**src/rtl/uart_tx_fifo.sv**
```systemverilog
// UART transmitter fed by a wrap-around pointer FIFO.
// Frames are back-to-back while words are queued; the line is driven from a flop.
module uart_tx_fifo #(
    parameter int CLK_PER_BIT = 5208,
    parameter int DATA_BITS   = 8,
    parameter int PARITY      = 0,
    parameter int STOP_BITS   = 1,
    parameter int FIFO_DEPTH  = 16
) (
    input  logic                          sysclk,
    input  logic                          reset,
    input  logic [DATA_BITS-1:0]          tx_data,
    input  logic                          tx_valid,
    output logic                          tx_ready,
    output logic                          UART_TX,
    output logic                          busy,
    output logic [$clog2(FIFO_DEPTH):0]   fifo_count,
    output logic                          overflow
);
    localparam int AW = $clog2(FIFO_DEPTH);
    localparam int CW = AW + 1;
    localparam int BW = (CLK_PER_BIT > 1) ? $clog2(CLK_PER_BIT) : 1;
    localparam logic [BW-1:0] BAUD_MAX = BW'(CLK_PER_BIT - 1);
    localparam logic [2:0]    DATA_LAST = 3'(DATA_BITS - 1);
    localparam logic [2:0]    STOP_LAST = 3'(STOP_BITS - 1);
    localparam logic [CW-1:0] FULL_CNT  = CW'(FIFO_DEPTH);

    typedef enum logic [2:0] {S_IDLE, S_START, S_DATA, S_PAR, S_STOP} state_t;

    state_t               r_state, w_nstate;
    logic [BW-1:0]        r_baud;
    logic [2:0]           r_bit;
    logic [DATA_BITS-1:0] r_shift;
    logic                 r_par;
    logic                 r_tx, w_tx_n;
    logic                 r_rdy;
    logic                 r_ovf;
    logic [CW-1:0]        r_cnt, w_cnt_n;
    logic [AW-1:0]        r_wptr, r_rptr;
    logic [DATA_BITS-1:0] r_mem [FIFO_DEPTH];
    logic [DATA_BITS-1:0] w_rdata;
    logic                 w_push, w_pop, w_tick, w_nonempty;

    assign w_push     = tx_valid && r_rdy;
    assign w_tick     = (r_baud == BAUD_MAX);
    assign w_nonempty = (r_cnt != '0);
    assign w_rdata    = r_mem[r_rptr];

    always_comb begin
        w_nstate = r_state;
        w_pop    = 1'b0;
        case (r_state)
            S_IDLE: begin
                if (w_nonempty) begin
                    w_pop    = 1'b1;
                    w_nstate = S_START;
                end
            end
            S_START: if (w_tick) w_nstate = S_DATA;
            S_DATA: begin
                if (w_tick && r_bit == DATA_LAST)
                    w_nstate = (PARITY != 0) ? S_PAR : S_STOP;
            end
            S_PAR: if (w_tick) w_nstate = S_STOP;
            S_STOP: begin
                if (w_tick && r_bit == STOP_LAST) begin
                    if (w_nonempty) begin
                        w_pop    = 1'b1;
                        w_nstate = S_START;
                    end else begin
                        w_nstate = S_IDLE;
                    end
                end
            end
            default: w_nstate = S_IDLE;
        endcase
    end

    // Line value for the next cycle; on a DATA tick the shifter has not moved yet.
    always_comb begin
        w_tx_n = 1'b1;
        case (w_nstate)
            S_START: w_tx_n = 1'b0;
            S_DATA:  w_tx_n = (r_state == S_DATA && w_tick) ? r_shift[1] : r_shift[0];
            S_PAR:   w_tx_n = r_par;
            default: w_tx_n = 1'b1;
        endcase
    end

    always_comb begin
        w_cnt_n = r_cnt;
        case ({w_push, w_pop})
            2'b10:   w_cnt_n = r_cnt + CW'(1);
            2'b01:   w_cnt_n = r_cnt - CW'(1);
            default: w_cnt_n = r_cnt;
        endcase
    end

    always_ff @(posedge sysclk or posedge reset) begin
        if (reset) begin
            r_state <= S_IDLE;
            r_baud  <= '0;
            r_bit   <= '0;
            r_shift <= '0;
            r_par   <= 1'b0;
            r_tx    <= 1'b1;
        end else begin
            r_state <= w_nstate;
            r_baud  <= (w_tick || r_state == S_IDLE) ? '0 : r_baud + BW'(1);
            if (w_nstate != r_state)
                r_bit <= '0;
            else if (w_tick)
                r_bit <= r_bit + 3'd1;
            if (w_pop) begin
                r_shift <= w_rdata;
                r_par   <= (PARITY == 1) ? ~^w_rdata : ^w_rdata;
            end else if (r_state == S_DATA && w_tick) begin
                r_shift <= r_shift >> 1;
            end
            r_tx <= w_tx_n;
        end
    end

    // Ready tracks the post-edge count, so a full FIFO refuses even on a pop edge.
    always_ff @(posedge sysclk or posedge reset) begin
        if (reset) begin
            r_cnt  <= '0;
            r_wptr <= '0;
            r_rptr <= '0;
            r_rdy  <= 1'b0;
            r_ovf  <= 1'b0;
        end else begin
            r_cnt <= w_cnt_n;
            r_rdy <= (w_cnt_n != FULL_CNT);
            if (w_push) r_wptr <= r_wptr + AW'(1);
            if (w_pop)  r_rptr <= r_rptr + AW'(1);
            if (tx_valid && !r_rdy) r_ovf <= 1'b1;
        end
    end

    always_ff @(posedge sysclk) begin
        if (w_push) r_mem[r_wptr] <= tx_data;
    end

    assign tx_ready   = r_rdy;
    assign UART_TX    = r_tx;
    assign busy       = (r_state != S_IDLE);
    assign fifo_count = r_cnt;
    assign overflow   = r_ovf;
endmodule

```
**config.mk**
```make
export PLATFORM = sky130hd
export DESIGN_NAME = uart_tx_fifo
export DESIGN_NICKNAME = d
export VERILOG_FILES = /design/src/rtl/uart_tx_fifo.sv
export SDC_FILE = /design/constraint.sdc
export NUM_CORES = 1
export LEC_CHECK = 0
export ABC_AREA = 1
export BUFFER_PORTS_ARGS = -buffer_cell sky130_fd_sc_hd__buf_2
export CORE_ASPECT_RATIO = 1.25
export CORE_UTILIZATION = 65
export CTS_CLUSTER_DIAMETER = 60
export DETAILED_ROUTE_END_ITERATION = 7
export PLACE_DENSITY = 0.8
export SLEW_MARGIN = 40
export SYNTH_ARGS = -nofsm -noshare
export SYNTH_HDL_FRONTEND = slang
export SYNTH_SLANG_ARGS = --single-unit
export TNS_END_PERCENT = 20
```
**constraint.sdc**
```tcl
create_clock -name sysclk -period 4.2 [get_ports sysclk]
set_input_delay 0.21 -clock sysclk [delete_from_list [all_inputs] [get_ports sysclk]]
set_output_delay 0.21 -clock sysclk [all_outputs]
set_load 0.02 [all_outputs]
```
==> run summary, run 1 <==
Setup Crit Path Kind -> register to register
arrival time at the worst endpoint -> 3.31 ns
Worst-Margin Slew -> 0.798 ns
CTS Sinks -> 172
max-slew violations -> 0
Logic pwr share -> 0.125
Most common cell on crit path -> inv_1
Clk pwr share -> 0.369
LEAKAGE -> 3.27 nW
pre-CTS setup slack -> 1.20 ns
DR WL/cell -> 18.2 um
antenna cells -> 0
largest net degree at the start of global routing -> 70
global-route usage over all layers -> 0.290
internal power -> 0.00302 W
worst path cell trace -> ha_1 > nand2_2 > inv_1 > nand2_1 > nor2_2 > nand3_2 > nand2_4 > nand2_1 > inv_1 > ha_1 > o21ai_0 > inv_1 > or2_2 > nor2_1 > nand3_1
antenna-violating nets left -> 0
FF-to-FF Start -> r_baud[0]
layout cells sized above 1 -> 0.101
met2 WL post-DR -> 8.63 mm
most frequent cell after synthesis -> nand2_1
Vert. Die Dim -> 123 um
Async S/R FF share, synth -> 0.256
crit path buf inv count -> 3
initial antenna violation count -> 0
synth top area cells -> edfxtp_1, dfrtp_1, nand2_1, nor2_1, o21ai_0
Initial Util -> 0.678
vias in the first global route -> 5264
area of the core -> 0.0112 mm^2
status -> finished, final reports clean
area share of the largest cell type after synthesis -> 0.504
Nets -> 768
CP startpoint -> r_baud[0]
Data required, critical path -> 4.50 ns
cell area after layout -> 0.00835 mm^2
top cell type by total area after synthesis -> edfxtp_1
Net Count, Synth -> 747
Die Span X -> 98.9 um
worst skew pair latency -> 0.41 ns
Clock Path Buffers -> 2
Crit. End Element -> register
yosys warns -> 0
drt first pass iters -> 6
Routed met3 length -> 948 um
number of fill cells -> 775
cell family with the largest share of critical-path delay -> simple AND/OR/NAND/NOR gates
hold buffer count at cts -> 1
wl on met1 -> 6.16 mm
Gate Count Post-Synth -> 725
row cnt -> 43
RSZ-0062 raised after global routing -> no
sw frac -> 0.265
CTS tree -> built
DR top layer -> met4
mapped cell area -> 0.00762 mm^2
worst min-delay path class -> input port to register
drt drc -> 0
Psw -> 0.00109 W
largest stage delay on the critical path -> 0.41 ns
final hold vios -> 0
Max IR drop VDD -> 0.000362 V
final design utilization -> 0.743
CTS buffer count -> 17
Final Wtd Congestion -> 0.854
DRT iter0 DRCs -> 594
CP max-delay cell -> inv_1
min Tclk post-route -> 3.02 ns
Seq. cell area -> 0.00495 mm^2
sequential fraction of the synthesis area -> 0.649
die area -> 0.0122 mm^2
Synth Register Bits -> 172
syn avg cell area -> 10.5 um^2
Final setup viols -> 0
Post-synth top flop -> edfxtp_1
Commonest cells post-synth -> nand2_1, edfxtp_1, nor2_1
Top Ports -> 20
Multi-input gate area -> 0.00227 mm^2
final wirelength -> 16.3 mm
H-tree lvl count -> 4
Max-slew headroom -> 0.466
min-delay src -> tx_valid
Post-synth EDFFs -> 128
number of max-cap violations -> 0
Setup TNS -> 0 ns
first-pass GRT wire length -> 26.1 mm
post-cts resize count -> 0
routed vias -> 5386
Synth cell types -> 43
Power Dens Cells -> 492 mW/mm^2
hpwl dp -> 10.3 mm
Worst setup SP type -> register
root buffer cell -> clkbuf_16
Area growth syn-to-layout -> 9.57%
total global routing overflow -> 0
worst clock skew -> 0.00894 ns
Max Clk Rate -> 332 MHz
Clock Pin Slew Worst Setup and Hold Paths -> 0.06 ns
Port Buffers -> 19
via-per-instance ratio -> 6.02
sequential share of power -> 0.506
DP Area -> 0.00777 mm^2
final critical-path share of the clock period -> 0.718
crit-path max FO -> 15
Setup Fix Bufs, Post-CTS -> 0
fin worst setup slack -> 1.18 ns
[state kept, by name (all words and copies together), names as in the netlist]
signal      count
r_state         3
r_par           1
tx_ready        1
r_rptr          4
r_mem         128
r_baud         13
fifo_count      5
r_shift         8
overflow        1
r_bit           3
r_wptr          4
UART_TX         1
[area by class of cell]
cell class,count,share of cell area
Multi-Input combinational cell,463,0.271
Clock buffer,18,0.0514
Sequential cell,172,0.592
Clock inverter,14,0.0171
Inverter,67,0.0304
Timing Repair Buffer,25,0.0171
Tap cell,135,0.0202
[layout by cell type (no fill, tap or decap), drive strengths merged, types with 2 or more instances in the layout]
cell type,n
a211oi,2
a21oi,33
a31oi,6
buf,24
bufinv,2
clkbuf,18
clkinv,8
clkinvlp,3
dfrtp,43
edfxtp,128
ha,11
inv,68
nand2,165
nand3,41
nand4,7
nor2,83
nor3,13
nor3b,5
nor4,3
o211ai,4
o21ai,65
o22ai,8
xnor2,2
xor2,9
[layer usage]
| layer | GRT usage | vias up |
|---|---|---|
| met4 | 0.137 | 0 |
| met5 | 0 | - |
| li1 | - | 2520 |
| met1 | 0.332 | 2585 |
| met2 | 0.526 | 234 |
| met3 | 0.0560 | 47 |
[through the flow]
stage	power, W	instances	hold WS [ns]
final	0.00411	894	0.0510
after global routing	0.00425	894	0.0476
after CTS	0.00410	894	0.0453
after detailed placement	0.00262	861	0.376
after global placement	0.00259	861	0.376
after floorplan	0.00243	725	0.309
[logic make-up (layout without fill, tap and decap cells)]
| family | after synthesis | in the layout | share of synthesized area |
|---|---|---|---|
| and+or+nand+nor | 319 | 319 | 0.180 |
| DFF | 172 | 172 | 0.649 |
| AOI/OAI and AO/OA | 122 | 122 | 0.0867 |
| buffers and inverters | 90 | 124 | 0.0540 |
| adders and majority gates | 11 | 11 | 0.0181 |
| xor gates and xnor gates | 11 | 11 | 0.0126 |
[worst paths after layout]
check,end,slack [ns],cells after the start
worst min register to register,r_baud[0],0.47,1
worst max-delay path,tx_ready,1.18,15
worst min-delay path,overflow,0.05,3
min in group asynchronous,r_state[1],0.47,4
worst max register to register,tx_ready,1.18,15
max in group asynchronous,r_rptr[0],3.33,4
[tightest hold or removal path: stages]
cell,delay [ns]
buf_2,0.10
inv_1,0.05
o21bai_1,0.06
[power groups by stage]
stage,Sequential (W),Combinational [W],Clock [W]
after CTS,0.00208,0.000514,0.00151
after floorplan,0.00213,0.000302,0
after global routing,0.00209,0.000581,0.00158
after global placement,0.00210,0.000490,0
final,0.00208,0.000515,0.00152
after detailed placement,0.00211,0.000512,0
(Power assumes the default switching activity.)
==> inputs of run 2 (changes only) <==
Settings changed: CORE_UTILIZATION 65 to 56, PLACE_DENSITY 0.8 to 0.73.
Clock period 4.2 ns to 2.7 ns, I/O delays scaled along.
==> run summary, run 2 (same netlist as run 1, synthesis figures left out) <==
status -> finished, final reports clean
final wirelength -> 16.3 mm (+0.44%)
CTS tree -> built
DR WL/cell -> 17.3 um (-4.7%)
Die Span X -> 106 um (+7.6%)
Largest register FFs -> 128 (unchanged)
Nets -> 780 (+1.6%)
H-tree lvl count -> 4 (unchanged)
Layout Cells excl Fill -> 942 (+5.4%)
commonest non-fill, non-tap cell in the layout -> nand2_1
global-route usage over all layers -> 0.246 (-0.0441)
vias in the first global route -> 5198 (-1.3%)
Area growth syn-to-layout -> 11.6%
Initial Util -> 0.574 (-0.104)
LEAKAGE -> 3.35 nW (+2.3%)
worst min-delay path class -> input port to register
Power Dens Cells -> 756 mW/mm^2 (+54%)
worst clock skew -> 0.00837 ns (-0.000571 ns)
RSZ-0062 raised after global routing -> no
Vert. Die Dim -> 132 um (+7.6%)
largest stage delay on the critical path -> 0.37 ns (-0.04 ns)
DRT iter0 DRCs -> 508 (-14%)
Final Wtd Congestion -> 0.882 (+3.4%)
CP max-delay cell -> dfrtp_1
Max Clk Rate -> 402 MHz (+21%)
Fin Hold WS -> 0.102 ns (+0.0510 ns)
CTS Sinks -> 172 (unchanged)
registers with the most flip-flops -> r_mem (128), r_baud (13), r_shift (8)
total global routing overflow -> 0 (unchanged)
layout cells sized above 1 -> 0.115 (+0.0140)
root buffer cell -> clkbuf_16
Worst-Margin Slew -> 0.743 ns (-0.0545 ns)
Top Ports -> 20 (unchanged)
drt first pass iters -> 5 (-1)
Placed Cells -> 908 (+5.5%)
arrival time at the worst endpoint -> 2.80 ns (-0.51 ns)
Max IR drop VDD -> 0.000519 V (+43%)
min Tclk post-route -> 2.49 ns (-0.526 ns)
Port Buffers -> 19 (unchanged)
Final setup viols -> 0 (unchanged)
initial antenna violation count -> 0 (unchanged)
routed vias -> 5333 (-0.98%)
Crit. End Element -> register
Clock Pin Slew Worst Setup and Hold Paths -> 0.07 ns (about the same)
final critical-path share of the clock period -> 0.922 (+0.204)
drt drc -> 0 (unchanged)
row cnt -> 47 (+9.3%)
Setup Crit Path Kind -> register to register
Data required, critical path -> 3.01 ns (-1.49 ns)
number of max-cap violations -> 0 (unchanged)
area of the core -> 0.0133 mm^2 (+18%)
Setup TNS -> 0 ns (unchanged)
Tot Pwr -> 0.00643 W (+56%)
largest net degree at the start of global routing -> 70 (unchanged)
final hold vios -> 0 (unchanged)
worst skew pair latency -> 0.43 ns (+0.02 ns)
worst path cell trace -> ha_1 > nand2_2 > inv_1 > nand2_1 > nor2_2 > nand3_2 > nand2_4 > nand3_4 > nand2_1 > nand2_1 > inv_1 > ha_1 > o21ai_0 > inv_1 > or2_2 > nor2_1 > nand3_1
most frequent cells in the layout -> nand2_1, edfxtp_1, nor2_1, inv_1, o21ai_0
first-pass GRT wire length -> 25.7 mm (-1.4%)
via-per-instance ratio -> 5.66 (-6.0%)
DP Area -> 0.00791 mm^2 (+1.8%)
antenna-violating nets left -> 0 (unchanged)
antenna cells -> 0 (unchanged)
Worst setup SP type -> register
post-cts resize count -> 0 (unchanged)
crit-path max FO -> 6 (-9)
cell area after layout -> 0.00851 mm^2 (+1.8%)
Max-slew headroom -> 0.503 (+0.0365)
CTS buffer count -> 17 (unchanged)
Most flops, register -> r_mem
max-slew violations -> 0 (unchanged)
Clock Path Buffers -> 2 (unchanged)
die area -> 0.0141 mm^2 (+16%)
hpwl dp -> 10.5 mm (+2.4%)
## run 2: cell types whose count changed in the layout (fill, tap and decap cells not counted)
cell / change
inv_8: +1
buf_12: +1
clkinv_1: -3
buf_4: +10
clkinv_2: +1
inv_6: -2
clkinv_4: +1
dlygate4sd3_1: +1
nor2_2: -1
inv_4: +1
nor2_1: +1
clkbuf_1: +1
## run 2: worst paths after layout
kind	startpoint	end	slack, ns	depth (start not counted)
min in group asynchronous	reset	r_wptr[0]	0.31	3
worst min register to register	r_baud[0]	r_baud[0]	0.47	1
worst min-delay path	tx_data[3]	r_mem[14][3]	0.10	1
worst max-delay path	r_baud[0]	tx_ready	0.21	17
max in group asynchronous	reset	r_rptr[0]	1.98	3
worst max register to register	r_baud[0]	tx_ready	0.21	17
## run 2: through the flow
| stage | util | setup WS (ns) |
|---|---|---|
| after global placement | 0.595 | 0.342 |
| final | 0.640 | 0.211 |
| after floorplan | - | 0.229 |
| after detailed placement | 0.595 | 0.219 |
| after CTS | 0.640 | 0.197 |
| after global routing | 0.640 | 0.0184 |
## run 2: per-layer routing
layer / GRT usage / vias to the layer above / routed length [um]
met3: 0.0483 / 33 / 772
met1: 0.293 / 2589 / 6520
met5: 0 / - / 0
met2: 0.434 / 161 / 8650
li1: - / 2550 / -
met4: 0.0995 / 0 / 394
## run 2: cell type report
type | instances | area, um^2
Multi-Input combinational cell | 463 | 2260
Clock inverter | 13 | 143
Clock buffer | 19 | 433
Inverter | 67 | 256
Sequential cell | 172 | 4950
Fill cell | 1042 | 4780
Timing Repair Buffer | 37 | 248
Tap cell | 171 | 214
## run 2: report_power, final
part	switching [W]	total, W	internal (W)	leakage [nW]
Clock	0.00100	0.00237	0.00137	0.273
Sequential	0.000114	0.00323	0.00312	1.70
Combinational	0.000594	0.000826	0.000232	1.38
## run 2: critical path, delay by kind of cell, from the launching register on
family                   cells  cell delay, ns
AO/OA/AOI/OAI                1            0.15
adder cells (fa/ha/maj)      2            0.44
buffers and inverters        3            0.22
AND/OR/NAND/NOR             11            1.18
flip-flops                   1            0.37
## run 2: repair_timing
| item | CTS | global route |
|---|---|---|
| hold buffers | 2 | 0 |
| buffers inserted | 0 | 0 |
| endpoints found under the hold margin | 44 | 0 |
==> inputs of run 3 (changes only) <==
Settings changed: CORE_UTILIZATION 56 to 55, PLACE_DENSITY 0.73 to 0.71.
==> run summary, run 3 (same netlist as run 1, synthesis figures left out) <==
final hold vios -> 0 (unchanged)
Most flops, register -> r_mem
Max-slew headroom -> 0.514 (+0.0112)
Worst R2R Path Depth -> 16 (-1)
antenna-violating nets left -> 0 (unchanged)
Worst Hold Endpoint -> r_mem[13][2]
drt drc -> 0 (unchanged)
CTS buffer count -> 17 (unchanged)
Max Clk Rate -> 405 MHz (+0.78%)
first-pass GRT wire length -> 25.8 mm (+0.43%)
Initial Util -> 0.568 (-0.00503)
FF-to-FF Start -> r_baud[0]
Layout Cells excl Fill -> 950 (+0.85%)
arrival time at the worst endpoint -> 2.78 ns (-0.02 ns)
CTS tree -> built
Port Buffers -> 19 (unchanged)
row cnt -> 47 (unchanged)
initial antenna violation count -> 0 (unchanged)
crit-path max FO -> 6 (unchanged)
post-cts resize count -> 0 (unchanged)
Crit. End Element -> register
worst clock skew -> 0.00817 ns (-0.000199 ns)
Area growth syn-to-layout -> 12.6%
min Tclk post-route -> 2.47 ns (-0.0193 ns)
via-per-instance ratio -> 5.60 (-1.0%)
CTS Sinks -> 172 (unchanged)
global-route usage over all layers -> 0.243 (-0.00310)
status -> finished, final reports clean
Tot Pwr -> 0.00649 W (+0.96%)
Largest register FFs -> 128 (unchanged)
Clock Path Buffers -> 2 (unchanged)
DR WL/cell -> 16.9 um (-2.7%)
total global routing overflow -> 0 (unchanged)
commonest non-fill, non-tap cell in the layout -> nand2_1
max-slew violations -> 0 (unchanged)
Top Ports -> 20 (unchanged)
Setup TNS -> 0 ns (unchanged)
min-delay src -> tx_data[2]
area of the core -> 0.0134 mm^2 (+0.89%)
number of max-cap violations -> 0 (unchanged)
Vert. Die Dim -> 134 um (+0.89%)
Max IR drop VDD -> 0.000884 V (+70%)
Clock Pin Slew Worst Setup and Hold Paths -> 0.07 ns (about the same)
DRT iter0 DRCs -> 534 (+5.1%)
antenna cells -> 0 (unchanged)
Power Dens Cells -> 756 mW/mm^2 (about the same)
root buffer cell -> clkbuf_16
routed vias -> 5323 (-0.19%)
LEAKAGE -> 3.40 nW (+1.6%)
Nets -> 788 (+1.0%)
hpwl dp -> 10.7 mm (+1.0%)
drt first pass iters -> 5 (unchanged)
Final Wtd Congestion -> 0.868 (-1.6%)
worst skew pair latency -> 0.43 ns (about the same)
Placed Cells -> 916 (+0.88%)
registers with the most flip-flops -> r_mem (128), r_baud (13), r_shift (8)
r2r endpoint -> tx_ready
Worst setup SP type -> register
H-tree lvl count -> 4 (unchanged)
worst min-delay path class -> input port to register
r2r setup slk -> 0.23 ns (+0.02 ns)
Worst-Margin Slew -> 0.726 ns (-0.0167 ns)
largest net degree at the start of global routing -> 46 (-34%)
RSZ-0062 raised after global routing -> no
DP Area -> 0.00797 mm^2 (+0.76%)
most frequent cells in the layout -> nand2_1, edfxtp_1, nor2_1, inv_1, o21ai_0
cell area after layout -> 0.00859 mm^2 (+0.94%)
final critical-path share of the clock period -> 0.915 (-0.00714)
Min-Delay Path Depth -> 1 (unchanged)
vias in the first global route -> 5214 (+0.31%)
final wirelength -> 16.0 mm (-1.9%)
Die Span X -> 107 um (+0.89%)
Setup Crit Path Kind -> register to register
Final setup viols -> 0 (unchanged)
Data required, critical path -> 3.01 ns (about the same)
die area -> 0.0143 mm^2 (+1.8%)
layout cells sized above 1 -> 0.127 (+0.0117)
-- run 3: cell types whose count changed in the layout (fill, tap and decap cells not counted), moves of 2 or more --
cell	change
inv_6	+3
clkinvlp_4	-2
clkinv_2	+2
clkinv_4	-2
buf_4	+8
-- run 3: worst max path at each step --
| stage | endpoint | slack [ns] | cells past startpoint | startpoint |
|---|---|---|---|---|
| CTS | tx_ready | 0.24 | 16 | r_baud[0] |
| floorplan | tx_ready | 0.23 | 16 | r_baud[0] |
| global placement | tx_ready | 0.31 | 16 | r_baud[0] |
| global route | tx_ready | 0.05 | 17 | r_baud[0] |
| finish | tx_ready | 0.23 | 16 | r_baud[0] |
| detailed placement | tx_ready | 0.27 | 16 | r_baud[0] |
-- run 3: final cells by class --
cell class	count	area (um^2)
clock buffer	18	429
clock inverter	14	166
fill	1043	4820
inverter	67	256
multi-input combinational	463	2260
sequential	172	4950
tap	171	214
timing repair buffer	45	308
-- run 3: worst max-delay path, cell delays in order (launching register included) --
cell	delay, ns
dfrtp_1	0.38
ha_1	0.21
nand2_2	0.07
inv_1	0.07
nand2_1	0.06
nor2_2	0.13
nand3_2	0.12
nand2_4	0.11
nand4_1	0.12
nand2_1	0.10
inv_1	0.05
ha_1	0.26
o21ai_0	0.14
inv_1	0.06
or2_2	0.27
nor2_1	0.10
nand3_1	0.08
-- run 3: layer usage --
metal / global-route usage / vias to the layer above / part of all wire
met1: 0.294 / 2548 / 0.41
met3: 0.0572 / 39 / 0.054
li1: - / 2561 / -
met2: 0.414 / 175 / 0.51
met4: 0.105 / 0 / 0.032
met5: 0 / - / 0
-- run 3: where the power goes --
group	internal, W	switching, W	leakage, nW	total, W
logic	0.000245	0.000564	1.41	0.000809
registers	0.00312	0.000113	1.70	0.00323
clock network	0.00146	0.000992	0.291	0.00245
-- run 3: per-stage QoR --
stage / utilization / hold WS [ns] / worst slack (ns)
floorplan: - / 0.234 / 0.229
global placement: 0.594 / 0.376 / 0.310
detailed placement: 0.594 / 0.225 / 0.267
CTS: 0.640 / 0.105 / 0.240
global route: 0.640 / 0.102 / 0.0483
finish: 0.640 / 0.109 / 0.230
-- run 3: repair_timing --
action,4_1_cts,5_1_grt
endpoints found under the hold margin,44,0
hold buffers,2,0
setup buffers,0,0
